File: config.mk
export PLATFORM = sky130hd
export DESIGN_NAME = nvm_piso_sched
export DESIGN_NICKNAME = d
export VERILOG_FILES = /design/src/rtl/nvm_ctrl_pkg.sv /design/src/rtl/nvm_piso_arb.sv /design/src/rtl/nvm_piso_sched.sv
export SDC_FILE = /design/constraint.sdc
export NUM_CORES = 1
export LEC_CHECK = 0
export CAP_MARGIN = 20
export CORE_ASPECT_RATIO = 1.2
export CORE_MARGIN = 2
export CORE_UTILIZATION = 50
export DETAILED_ROUTE_END_ITERATION = 12
export GPL_TIMING_DRIVEN = 0
export PLACE_DENSITY_LB_ADDON = 0.12
export SLEW_MARGIN = 20
export SYNTH_ARGS = -nofsm -noshare
export SYNTH_HDL_FRONTEND = slang
export SYNTH_SLANG_ARGS = --single-unit
export TNS_END_PERCENT = 50
File: constraint.sdc
create_clock -name CLK -period 4.1 [get_ports CLK]
set_clock_uncertainty 0.2 [all_clocks]
set_input_delay 0.82 -clock CLK [delete_from_list [all_inputs] [get_ports CLK]]
set_output_delay 0.82 -clock CLK [all_outputs]
set_load 0.05 [all_outputs]
File: src/rtl/nvm_ctrl_pkg.sv
// Shared types for the NVM serial controller: scheduler states, byte-path owner
// encoding and the default byte width.
package nvm_ctrl_pkg;

  localparam int unsigned NVM_BYTE_W = 8;

  typedef enum logic [2:0] {
    IDLE,
    LOAD,
    SHIFT,
    HOLD,
    GAP
  } state_e;

  typedef enum logic [1:0] {
    OWN_NONE,
    OWN_CMD,
    OWN_DAT
  } own_e;

endpackage

File: src/rtl/nvm_piso_arb.sv
// Frame arbiter for the shared PISO: cmd has priority, but dat is served once cmd
// has won MAX_CMD_RUN consecutive frames while dat was waiting.
module nvm_piso_arb
  import nvm_ctrl_pkg::*;
#(
  parameter int unsigned MAX_CMD_RUN = 4
) (
  input  logic CLK,
  input  logic RST,
  input  logic cmd_req,
  input  logic dat_req,
  input  logic grant_en,
  output own_e owner
);

  localparam int unsigned RW = (MAX_CMD_RUN > 0) ? $clog2(MAX_CMD_RUN + 1) : 1;

  logic [RW-1:0] cmd_run_q;
  logic [RW-1:0] cmd_run_d;
  logic          starved;

  always_comb begin
    starved = (cmd_run_q == RW'(MAX_CMD_RUN));
    owner   = OWN_NONE;
    if (cmd_req && !(dat_req && starved)) begin
      owner = OWN_CMD;
    end else if (dat_req) begin
      owner = OWN_DAT;
    end
  end

  // The run only grows while dat is actually waiting; any uncontended cmd grant resets it.
  always_comb begin
    cmd_run_d = cmd_run_q;
    if (grant_en) begin
      case (owner)
        OWN_CMD: begin
          if (!dat_req) begin
            cmd_run_d = '0;
          end else if (!starved) begin
            cmd_run_d = cmd_run_q + 1'b1;
          end
        end
        OWN_DAT: cmd_run_d = '0;
        default: cmd_run_d = cmd_run_q;
      endcase
    end
  end

  always_ff @(posedge CLK) begin
    if (!RST) begin
      cmd_run_q <= '0;
    end else begin
      cmd_run_q <= cmd_run_d;
    end
  end

endmodule

File: src/rtl/nvm_piso_sched.sv
// Shares one PISO serialiser between the cmd and dat byte sources: arbitrates whole
// frames, sequences load/shift per byte and frames the link with cs_n.
module nvm_piso_sched
  import nvm_ctrl_pkg::*;
#(
  parameter int unsigned WIDTH       = NVM_BYTE_W,
  parameter int unsigned GAP_CYCLES  = 2,
  parameter int unsigned MAX_CMD_RUN = 4
) (
  input  logic             CLK,
  input  logic             RST,
  input  logic             cmd_req,
  input  logic [WIDTH-1:0] cmd_data,
  input  logic             cmd_last,
  output logic             cmd_gnt,
  input  logic             dat_req,
  input  logic [WIDTH-1:0] dat_data,
  input  logic             dat_last,
  output logic             dat_gnt,
  input  logic             abort,
  output logic [WIDTH-1:0] PISO_D,
  output logic             PISO_Load,
  output logic             PISO_Read,
  output logic             cs_n,
  output logic             busy,
  output logic             byte_done,
  output logic             frame_done,
  output logic             frame_err
);

  localparam int unsigned BCW = (WIDTH > 1) ? $clog2(WIDTH) : 1;

  state_e           state_q, state_d;
  own_e             owner_q, owner_d;
  own_e             arb_owner;
  logic             last_q, last_d;
  logic [WIDTH-1:0] piso_d_q, piso_d_d;
  logic [BCW-1:0]   bit_cnt_q, bit_cnt_d;
  logic [3:0]       gap_cnt_q, gap_cnt_d;
  logic             byte_done_q, byte_done_d;
  logic             frame_done_q, frame_done_d;
  logic             frame_err_q, frame_err_d;
  logic             grant_en;
  logic             own_req;
  logic [WIDTH-1:0] own_data;
  logic             own_last;

  nvm_piso_arb #(
    .MAX_CMD_RUN(MAX_CMD_RUN)
  ) u_arb (
    .CLK      (CLK),
    .RST      (RST),
    .cmd_req  (cmd_req),
    .dat_req  (dat_req),
    .grant_en (grant_en),
    .owner    (arb_owner)
  );

  always_comb begin
    grant_en = (state_q == IDLE) && (cmd_req || dat_req);
    own_req  = 1'b0;
    own_data = cmd_data;
    own_last = cmd_last;
    case (owner_q)
      OWN_CMD: own_req = cmd_req;
      OWN_DAT: begin
        own_req  = dat_req;
        own_data = dat_data;
        own_last = dat_last;
      end
      default: own_req = 1'b0;
    endcase
  end

  always_comb begin
    state_d      = state_q;
    owner_d      = owner_q;
    last_d       = last_q;
    piso_d_d     = piso_d_q;
    bit_cnt_d    = bit_cnt_q;
    gap_cnt_d    = gap_cnt_q;
    byte_done_d  = 1'b0;
    frame_done_d = 1'b0;
    frame_err_d  = 1'b0;
    if (abort && (state_q == LOAD || state_q == SHIFT || state_q == HOLD)) begin
      state_d     = GAP;
      owner_d     = OWN_NONE;
      bit_cnt_d   = '0;
      gap_cnt_d   = '0;
      frame_err_d = 1'b1;
    end else begin
      case (state_q)
        IDLE: begin
          if (grant_en) begin
            owner_d  = arb_owner;
            piso_d_d = (arb_owner == OWN_DAT) ? dat_data : cmd_data;
            last_d   = (arb_owner == OWN_DAT) ? dat_last : cmd_last;
            state_d  = LOAD;
          end
        end
        LOAD: begin
          bit_cnt_d = '0;
          state_d   = SHIFT;
        end
        SHIFT: begin
          if (bit_cnt_q == BCW'(WIDTH - 1)) begin
            bit_cnt_d   = '0;
            byte_done_d = 1'b1;
            if (last_q) begin
              state_d      = GAP;
              owner_d      = OWN_NONE;
              gap_cnt_d    = '0;
              frame_done_d = 1'b1;
            end else begin
              state_d = HOLD;
            end
          end else begin
            bit_cnt_d = bit_cnt_q + 1'b1;
          end
        end
        HOLD: begin
          if (own_req) begin
            piso_d_d = own_data;
            last_d   = own_last;
            state_d  = LOAD;
          end
        end
        GAP: begin
          if (gap_cnt_q == 4'(GAP_CYCLES - 1)) begin
            state_d = IDLE;
          end else begin
            gap_cnt_d = gap_cnt_q + 1'b1;
          end
        end
        default: state_d = IDLE;
      endcase
    end
  end

  always_comb begin
    PISO_D     = piso_d_q;
    PISO_Load  = (state_q == LOAD);
    PISO_Read  = (state_q == SHIFT);
    cs_n       = !(state_q == LOAD || state_q == SHIFT || state_q == HOLD);
    busy       = (state_q != IDLE);
    cmd_gnt    = (state_q == LOAD) && (owner_q == OWN_CMD);
    dat_gnt    = (state_q == LOAD) && (owner_q == OWN_DAT);
    byte_done  = byte_done_q;
    frame_done = frame_done_q;
    frame_err  = frame_err_q;
  end

  always_ff @(posedge CLK) begin
    if (!RST) begin
      state_q      <= IDLE;
      owner_q      <= OWN_NONE;
      last_q       <= 1'b0;
      piso_d_q     <= '0;
      bit_cnt_q    <= '0;
      gap_cnt_q    <= '0;
      byte_done_q  <= 1'b0;
      frame_done_q <= 1'b0;
      frame_err_q  <= 1'b0;
    end else begin
      state_q      <= state_d;
      owner_q      <= owner_d;
      last_q       <= last_d;
      piso_d_q     <= piso_d_d;
      bit_cnt_q    <= bit_cnt_d;
      gap_cnt_q    <= gap_cnt_d;
      byte_done_q  <= byte_done_d;
      frame_done_q <= frame_done_d;
      frame_err_q  <= frame_err_d;
    end
  end

endmodule

==> summary.txt, run 1 <==
post-synth top area share: 0.384
syn_nets: 193
CTS tree: done
share of the yosys chip area belonging to registers: 0.384
Reg2Reg Depth: 7
sw frac: 0.490
internal power: 0.000638 W
# diodes: 0
Max Cap Viol: 0
Layout area overhead: 32.9%
final worst slack: 0.621 ns
count leader, synth: dfxtp_1
drt first pass iters: 4
mapped cell area: 1410 um2
die width: 52.4 um
critical path type: flip-flop to output pin
grt ovf: 0
most area-hungry cell type in the Yosys netlist: dfxtp_1
Clk pwr share: 0.097
RSZ-0062 raised after global routing: no
hold path depth: 2
hold_buf cts: 0
post-synthesis average cell area: 8.69 um2
ys flop type: dfxtp_1
core area: 2730 um2
Post-Synthesis Cells: 162
Required @ worst endpoint: 3.08 ns
H-Tree Depth: 1
clk root buf: clkbuf_4
Port Buf Inserts: 39
# rows: 21
outcome: finished clean
worst reg2reg endpoint: last_q
synth warn: 0
first-pass GRT wire length: 5690 um
Total Neg Setup Slack: 0 ns
Final Util: 0.685
Fillers: 235
post-place instance area: 1840 um2
nets: 237
Skew-Pair Late Insertion Delay: 0.34 ns
fin crit period: 3.48 ns
crit-path cells: buf_2 > nor3b_1 > and2_1 > clkdlybuf4s50_1
Routed Antenna Nets: 0
asr flop ratio synth: 0
die area: 3260 um2
CP startpoint kind: flip-flop
largest net degree at the start of global routing: 17
DP HPWL: 2550 um
cts bufs inserted: 3
R2R Setup Slk: 2.01 ns
Seq pwr share: 0.302
synthesized flop and latch total: 27
wire per inst: 14.0 um
Comb pwr share: 0.601
Slew headroom: 0.501
post-layout instance area: 1870 um2
Clk pin slew, worst setup/hold paths: 0.16 ns
Post-synth EDFFs: 0
Peak Freq: 287 MHz
antenna violations before repair: 0
CP peak stage delay: 0.79 ns
routed vias/inst: 5.70
Place WS: 1.01 ns
Max Slew Vio Count: 0
Peak VDD IR: 0.000384 V
worst hold margin: 0.327 ns
1st-iter DRT viols: 19
Initial Util: 0.515
Switch Pwr: 0.000613 W
CP delay by family, top: buffers and inverters
cells taking the most area after synthesis: dfxtp_1 (38%), ha_1 (7.1%), a21oi_1 (6.0%), nor2_1 (4.8%), a211oi_1 (4.3%)
Total GRT Usage: 0.221
Slowest-stage cell, CP: clkdlybuf4s50_1
postcts setup bufs: 0
Final Wtd Congestion: 0.812
worst path bufs/invs: 2
DRC Markers: 0
Synth cell types: 41
HP Class: flip-flop to flip-flop
PostCTS Resize Cnt: 0
FF-to-FF Start: owner_q[0]
period utilization: 0.848
I/O pin cnt: 40
top cells by count, synth: dfxtp_1 (27), nor2_1 (18), a21oi_1 (17), inv_1 (11), o22ai_1 (9)
DIE HEIGHT: 62.1 um
layout cell share with drive strength beyond 1: 0.0780
Fin. Hold Viols: 0
Least-Margin Pin Slew: 0.743 ns
vias in the first global route: 1341
Critical Path Fanout Max: 10
# setup viols final: 0
DR vias: 1363
PwrDens: 669 nW/um2
Worst Hold Path EP: bit_cnt_q[1]
Leak: 0.690 nW
min-delay src: bit_cnt_q[1]
Worst Setup End Kind: output pin
Critical Path AT: 2.46 ns
CTS sink count: 27
Bufs on Longest Clock Path: 2
final wirelength: 3350 um
## per-stage QoR
| stage | cells | power (W) |
|---|---|---|
| after global routing | 239 | 0.00133 |
| after global placement | 235 | 0.00112 |
| after floorplan | 162 | 0.000913 |
| final | 239 | 0.00125 |
| after detailed placement | 235 | 0.00113 |
| after CTS | 239 | 0.00125 |
## state kept, by name, indices dropped and copies added (netlist names)
signal / cells
PISO_D: 8
frame_done: 1
last_q: 1
u_arb.cmd_run_q: 3
byte_done: 1
frame_err: 1
owner_q: 2
gap_cnt_q: 4
bit_cnt_q: 3
state_q: 3
## power by group through the flow
| stage | Sequential, W | Clock, W | Combinational [W] |
|---|---|---|---|
| global route | 0.000385 | 0.000133 | 0.000809 |
| floorplan | 0.000509 | 0 | 0.000404 |
| detailed placement | 0.000383 | 0 | 0.000748 |
| finish | 0.000378 | 0.000121 | 0.000752 |
| global placement | 0.000378 | 0 | 0.000739 |
| CTS | 0.000378 | 0.000123 | 0.000753 |
## how the worst max path moves through the flow
stage | start | to | slack, ns | cells after the start
after floorplan | state_q[1] | cmd_gnt | 0.69 | 3
after global placement | state_q[1] | dat_gnt | 1.07 | 4
after detailed placement | state_q[1] | dat_gnt | 1.01 | 4
after CTS | state_q[1] | dat_gnt | 0.62 | 4
after global routing | state_q[1] | cmd_gnt | 0.47 | 4
final | state_q[1] | dat_gnt | 0.62 | 4
## area by class of cell
cell class	instances	area [um2]	area share
Multi-Input combinational cell	117	786	0.420
Tap cell	34	42.5	0.0227
Buffer	6	36.3	0.0194
Clock buffer	3	22.5	0.0120
Inverter	12	45.0	0.0241
Clock inverter	1	7.51	0.00401
Sequential cell	27	541	0.289
Timing Repair Buffer	39	390	0.209
## cells by family (layout without fill, tap and decap cells)
family                     after synthesis  after routing  synth area share
muxes                                    3              3            0.0213
AOI/OAI and AO/OA                       57             57             0.286
adders and majority gates                8              8            0.0711
buffers and inverters                   18             61            0.0578
DFF                                     27             27             0.384
and+or+nand+nor                         49             49             0.180
## cell usage in the layout, fill, tap and decap left out, drive strengths merged, types with 7 or more instances in the layout
cell type      instances
a21oi                 19
nand2                  8
o22ai                  9
ha                     8
inv                   11
clkdlybuf4s50         39
nor3                   7
nor2                  18
a211oi                 8
dfxtp                 27
## layer usage
layer  vias to the layer above  GRT usage  share of wire
met2                        38      0.383           0.51
li1                        682          -              -
met1                       635      0.261           0.43
met5                         -          0              0
met4                         0     0.0929          0.022
met3                         8     0.0313          0.043
## tightest hold or removal path, cell delays in order (launching register included)
cell	delay, ns
dfxtp_1	0.37
a32oi_1	0.06
nor2_1	0.07
(Power assumes the default switching activity.)
==> run 2, diff against run 1 <==
CORE_UTILIZATION = 47   (was 50)
clock period = 3.4 ns   (was 4.1 ns; I/O delays follow)
==> summary.txt, run 2 (same netlist as run 1, synthesis figures left out) <==
DRC Markers: 0 (unchanged)
CTS sink count: 27 (unchanged)
# diodes: 0 (unchanged)
Bufs on Longest Clock Path: 2 (unchanged)
1st-iter DRT viols: 50 (+31)
I/O pin cnt: 40 (unchanged)
Clk pin slew, worst setup/hold paths: 0.15 ns (about the same)
core area: 2810 um2 (+2.9%)
# setup viols final: 0 (unchanged)
Slowest-stage cell, CP: clkdlybuf4s50_1
H-Tree Depth: 1 (unchanged)
PwrDens: 805 nW/um2 (+20%)
metal2 WL: 1820 um (+7.2%)
DR WL met3: 171 um (+20%)
RSZ-0062 raised after global routing: no
worst hold margin: 0.327 ns (unchanged)
largest net degree at the start of global routing: 16 (-1)
period utilization: 0.935
Leak: 0.698 nW (+1.1%)
antenna violations before repair: 0 (unchanged)
drt first pass iters: 4 (unchanged)
routed vias/inst: 5.80 (+1.8%)
min-delay src: bit_cnt_q[1]
CP peak stage delay: 0.81 ns (+0.02 ns)
Total GRT Usage: 0.225 (+0.00432)
commonest non-fill, non-tap cell in the layout: clkdlybuf4s50_1
Final Wtd Congestion: 0.919 (+13%)
CP startpoint kind: flip-flop
fin crit period: 3.18 ns
wire per inst: 14.5 um (+3.2%)
Total Neg Setup Slack: 0 ns (unchanged)
DP HPWL: 2630 um (+3.1%)
Routed Antenna Nets: 0 (unchanged)
most frequent cells in the layout: clkdlybuf4s50_1 (39), dfxtp_1 (27), nor2_1 (18), a21oi_1 (17), inv_1 (11)
postcts setup bufs: 0 (unchanged)
DIE HEIGHT: 64.0 um (+2.9%)
Slew headroom: 0.511 (+0.0100)
DR vias: 1387 (+1.8%)
die width: 54.0 um (+2.9%)
FF-to-FF Start: state_q[0]
DRT met1 WL: 1410 um (-1.7%)
Skew-Pair Late Insertion Delay: 0.32 ns (-0.02 ns)
CTS tree: done
layout cell share with drive strength beyond 1: 0.0829 (+0.00488)
nets: 237 (unchanged)
Port Buf Inserts: 39 (unchanged)
cts bufs inserted: 3 (unchanged)
Max Slew Vio Count: 0 (unchanged)
Initial Util: 0.501 (-0.0144)
# rows: 21 (unchanged)
vias in the first global route: 1430 (+6.6%)
Peak Freq: 315 MHz
die area: 3450 um2 (+5.9%)
Layout area overhead: 33.1%
max reg flops: 8 (unchanged)
Critical Path AT: 2.30 ns (-0.16 ns)
Fin. Hold Viols: 0 (unchanged)
clk root buf: clkbuf_4
final wirelength: 3460 um (+3.2%)
Required @ worst endpoint: 2.52 ns (-0.56 ns)
first-pass GRT wire length: 5950 um (+4.6%)
Peak VDD IR: 0.000463 V (+21%)
Least-Margin Pin Slew: 0.728 ns (-0.0149 ns)
crit-path cells: buf_2 > nor3b_2 > and2_1 > clkdlybuf4s50_1
outcome: finished clean
Critical Path Fanout Max: 10 (unchanged)
critical path type: flip-flop to output pin
grt ovf: 0 (unchanged)
Worst Setup End Kind: output pin
HP Class: flip-flop to flip-flop
Max Cap Viol: 0 (unchanged)
Top Metal Used: met4
CP startpoint: state_q[1]
==> run 2: changes by cell type in the layout (fill, tap and decap cells not counted), sizes merged <==
cell / before / now
clkinv: 1 / 2
clkinvlp: 1 / 0
==> run 2: power by group <==
| part | switching (W) | internal (W) | total, W |
|---|---|---|---|
| combinational | 0.000589 | 0.000327 | 0.000916 |
| clock | 0.0000971 | 0.0000441 | 0.000141 |
| sequential | 0.0000532 | 0.000399 | 0.000452 |
| total | 0.000739 | 0.000770 | 0.00151 |
==> run 2: path summary, 6_finish.rpt <==
kind              cells after the start           end  slack (ns)
hold / removal                        2  bit_cnt_q[1]        0.33
setup reg to reg                      7     PISO_D[2]        1.33
hold reg to reg                       2  bit_cnt_q[1]        0.33
setup / recovery                      4       cmd_gnt        0.22
==> run 2: cell type report <==
cell class / instances / area [um2]
clock buffer: 3 / 22.5
timing repair buffer: 39 / 390
inverter: 12 / 45.0
fill: 234 / 938
tap: 34 / 42.5
clock inverter: 1 / 5.00
multi-input combinational: 117 / 791
buffer: 6 / 36.3
sequential: 27 / 541
==> run 2: what timing repair did <==
| item | CTS | global route |
|---|---|---|
| gates resized for setup | 1 | 0 |
| endpoints found under the setup margin | 1 | 0 |
| hold buffers | 0 | 0 |
| hold endpoints to repair | 0 | 0 |
==> run 2: layer usage <==
metal,up-vias,track usage
met5,-,0
met2,47,0.399
met3,6,0.0327
li1,682,-
met1,652,0.262
met4,0,0.0801
==> run 2: critical path: cells and delay by family, from the launching register on <==
| family | cells | cell delay, ns |
|---|---|---|
| and+or+nand+nor | 2 | 0.63 |
| DFF | 1 | 0.36 |
| buffers and inverters | 2 | 0.99 |
==> run 2: per-stage QoR <==
step / instance area, um2 / setup slack (ns) / std cells / utilization / power (W)
after global placement: 1840 / 0.439 / 235 / 0.655 / 0.00135
after floorplan: 1410 / 0.125 / 162 / - / 0.00110
after detailed placement: 1840 / 0.383 / 235 / 0.655 / 0.00137
after CTS: 1870 / 0.215 / 239 / 0.666 / 0.00151
final: 1870 / 0.221 / 239 / 0.666 / 0.00151
after global routing: 1870 / 0.132 / 239 / 0.666 / 0.00160
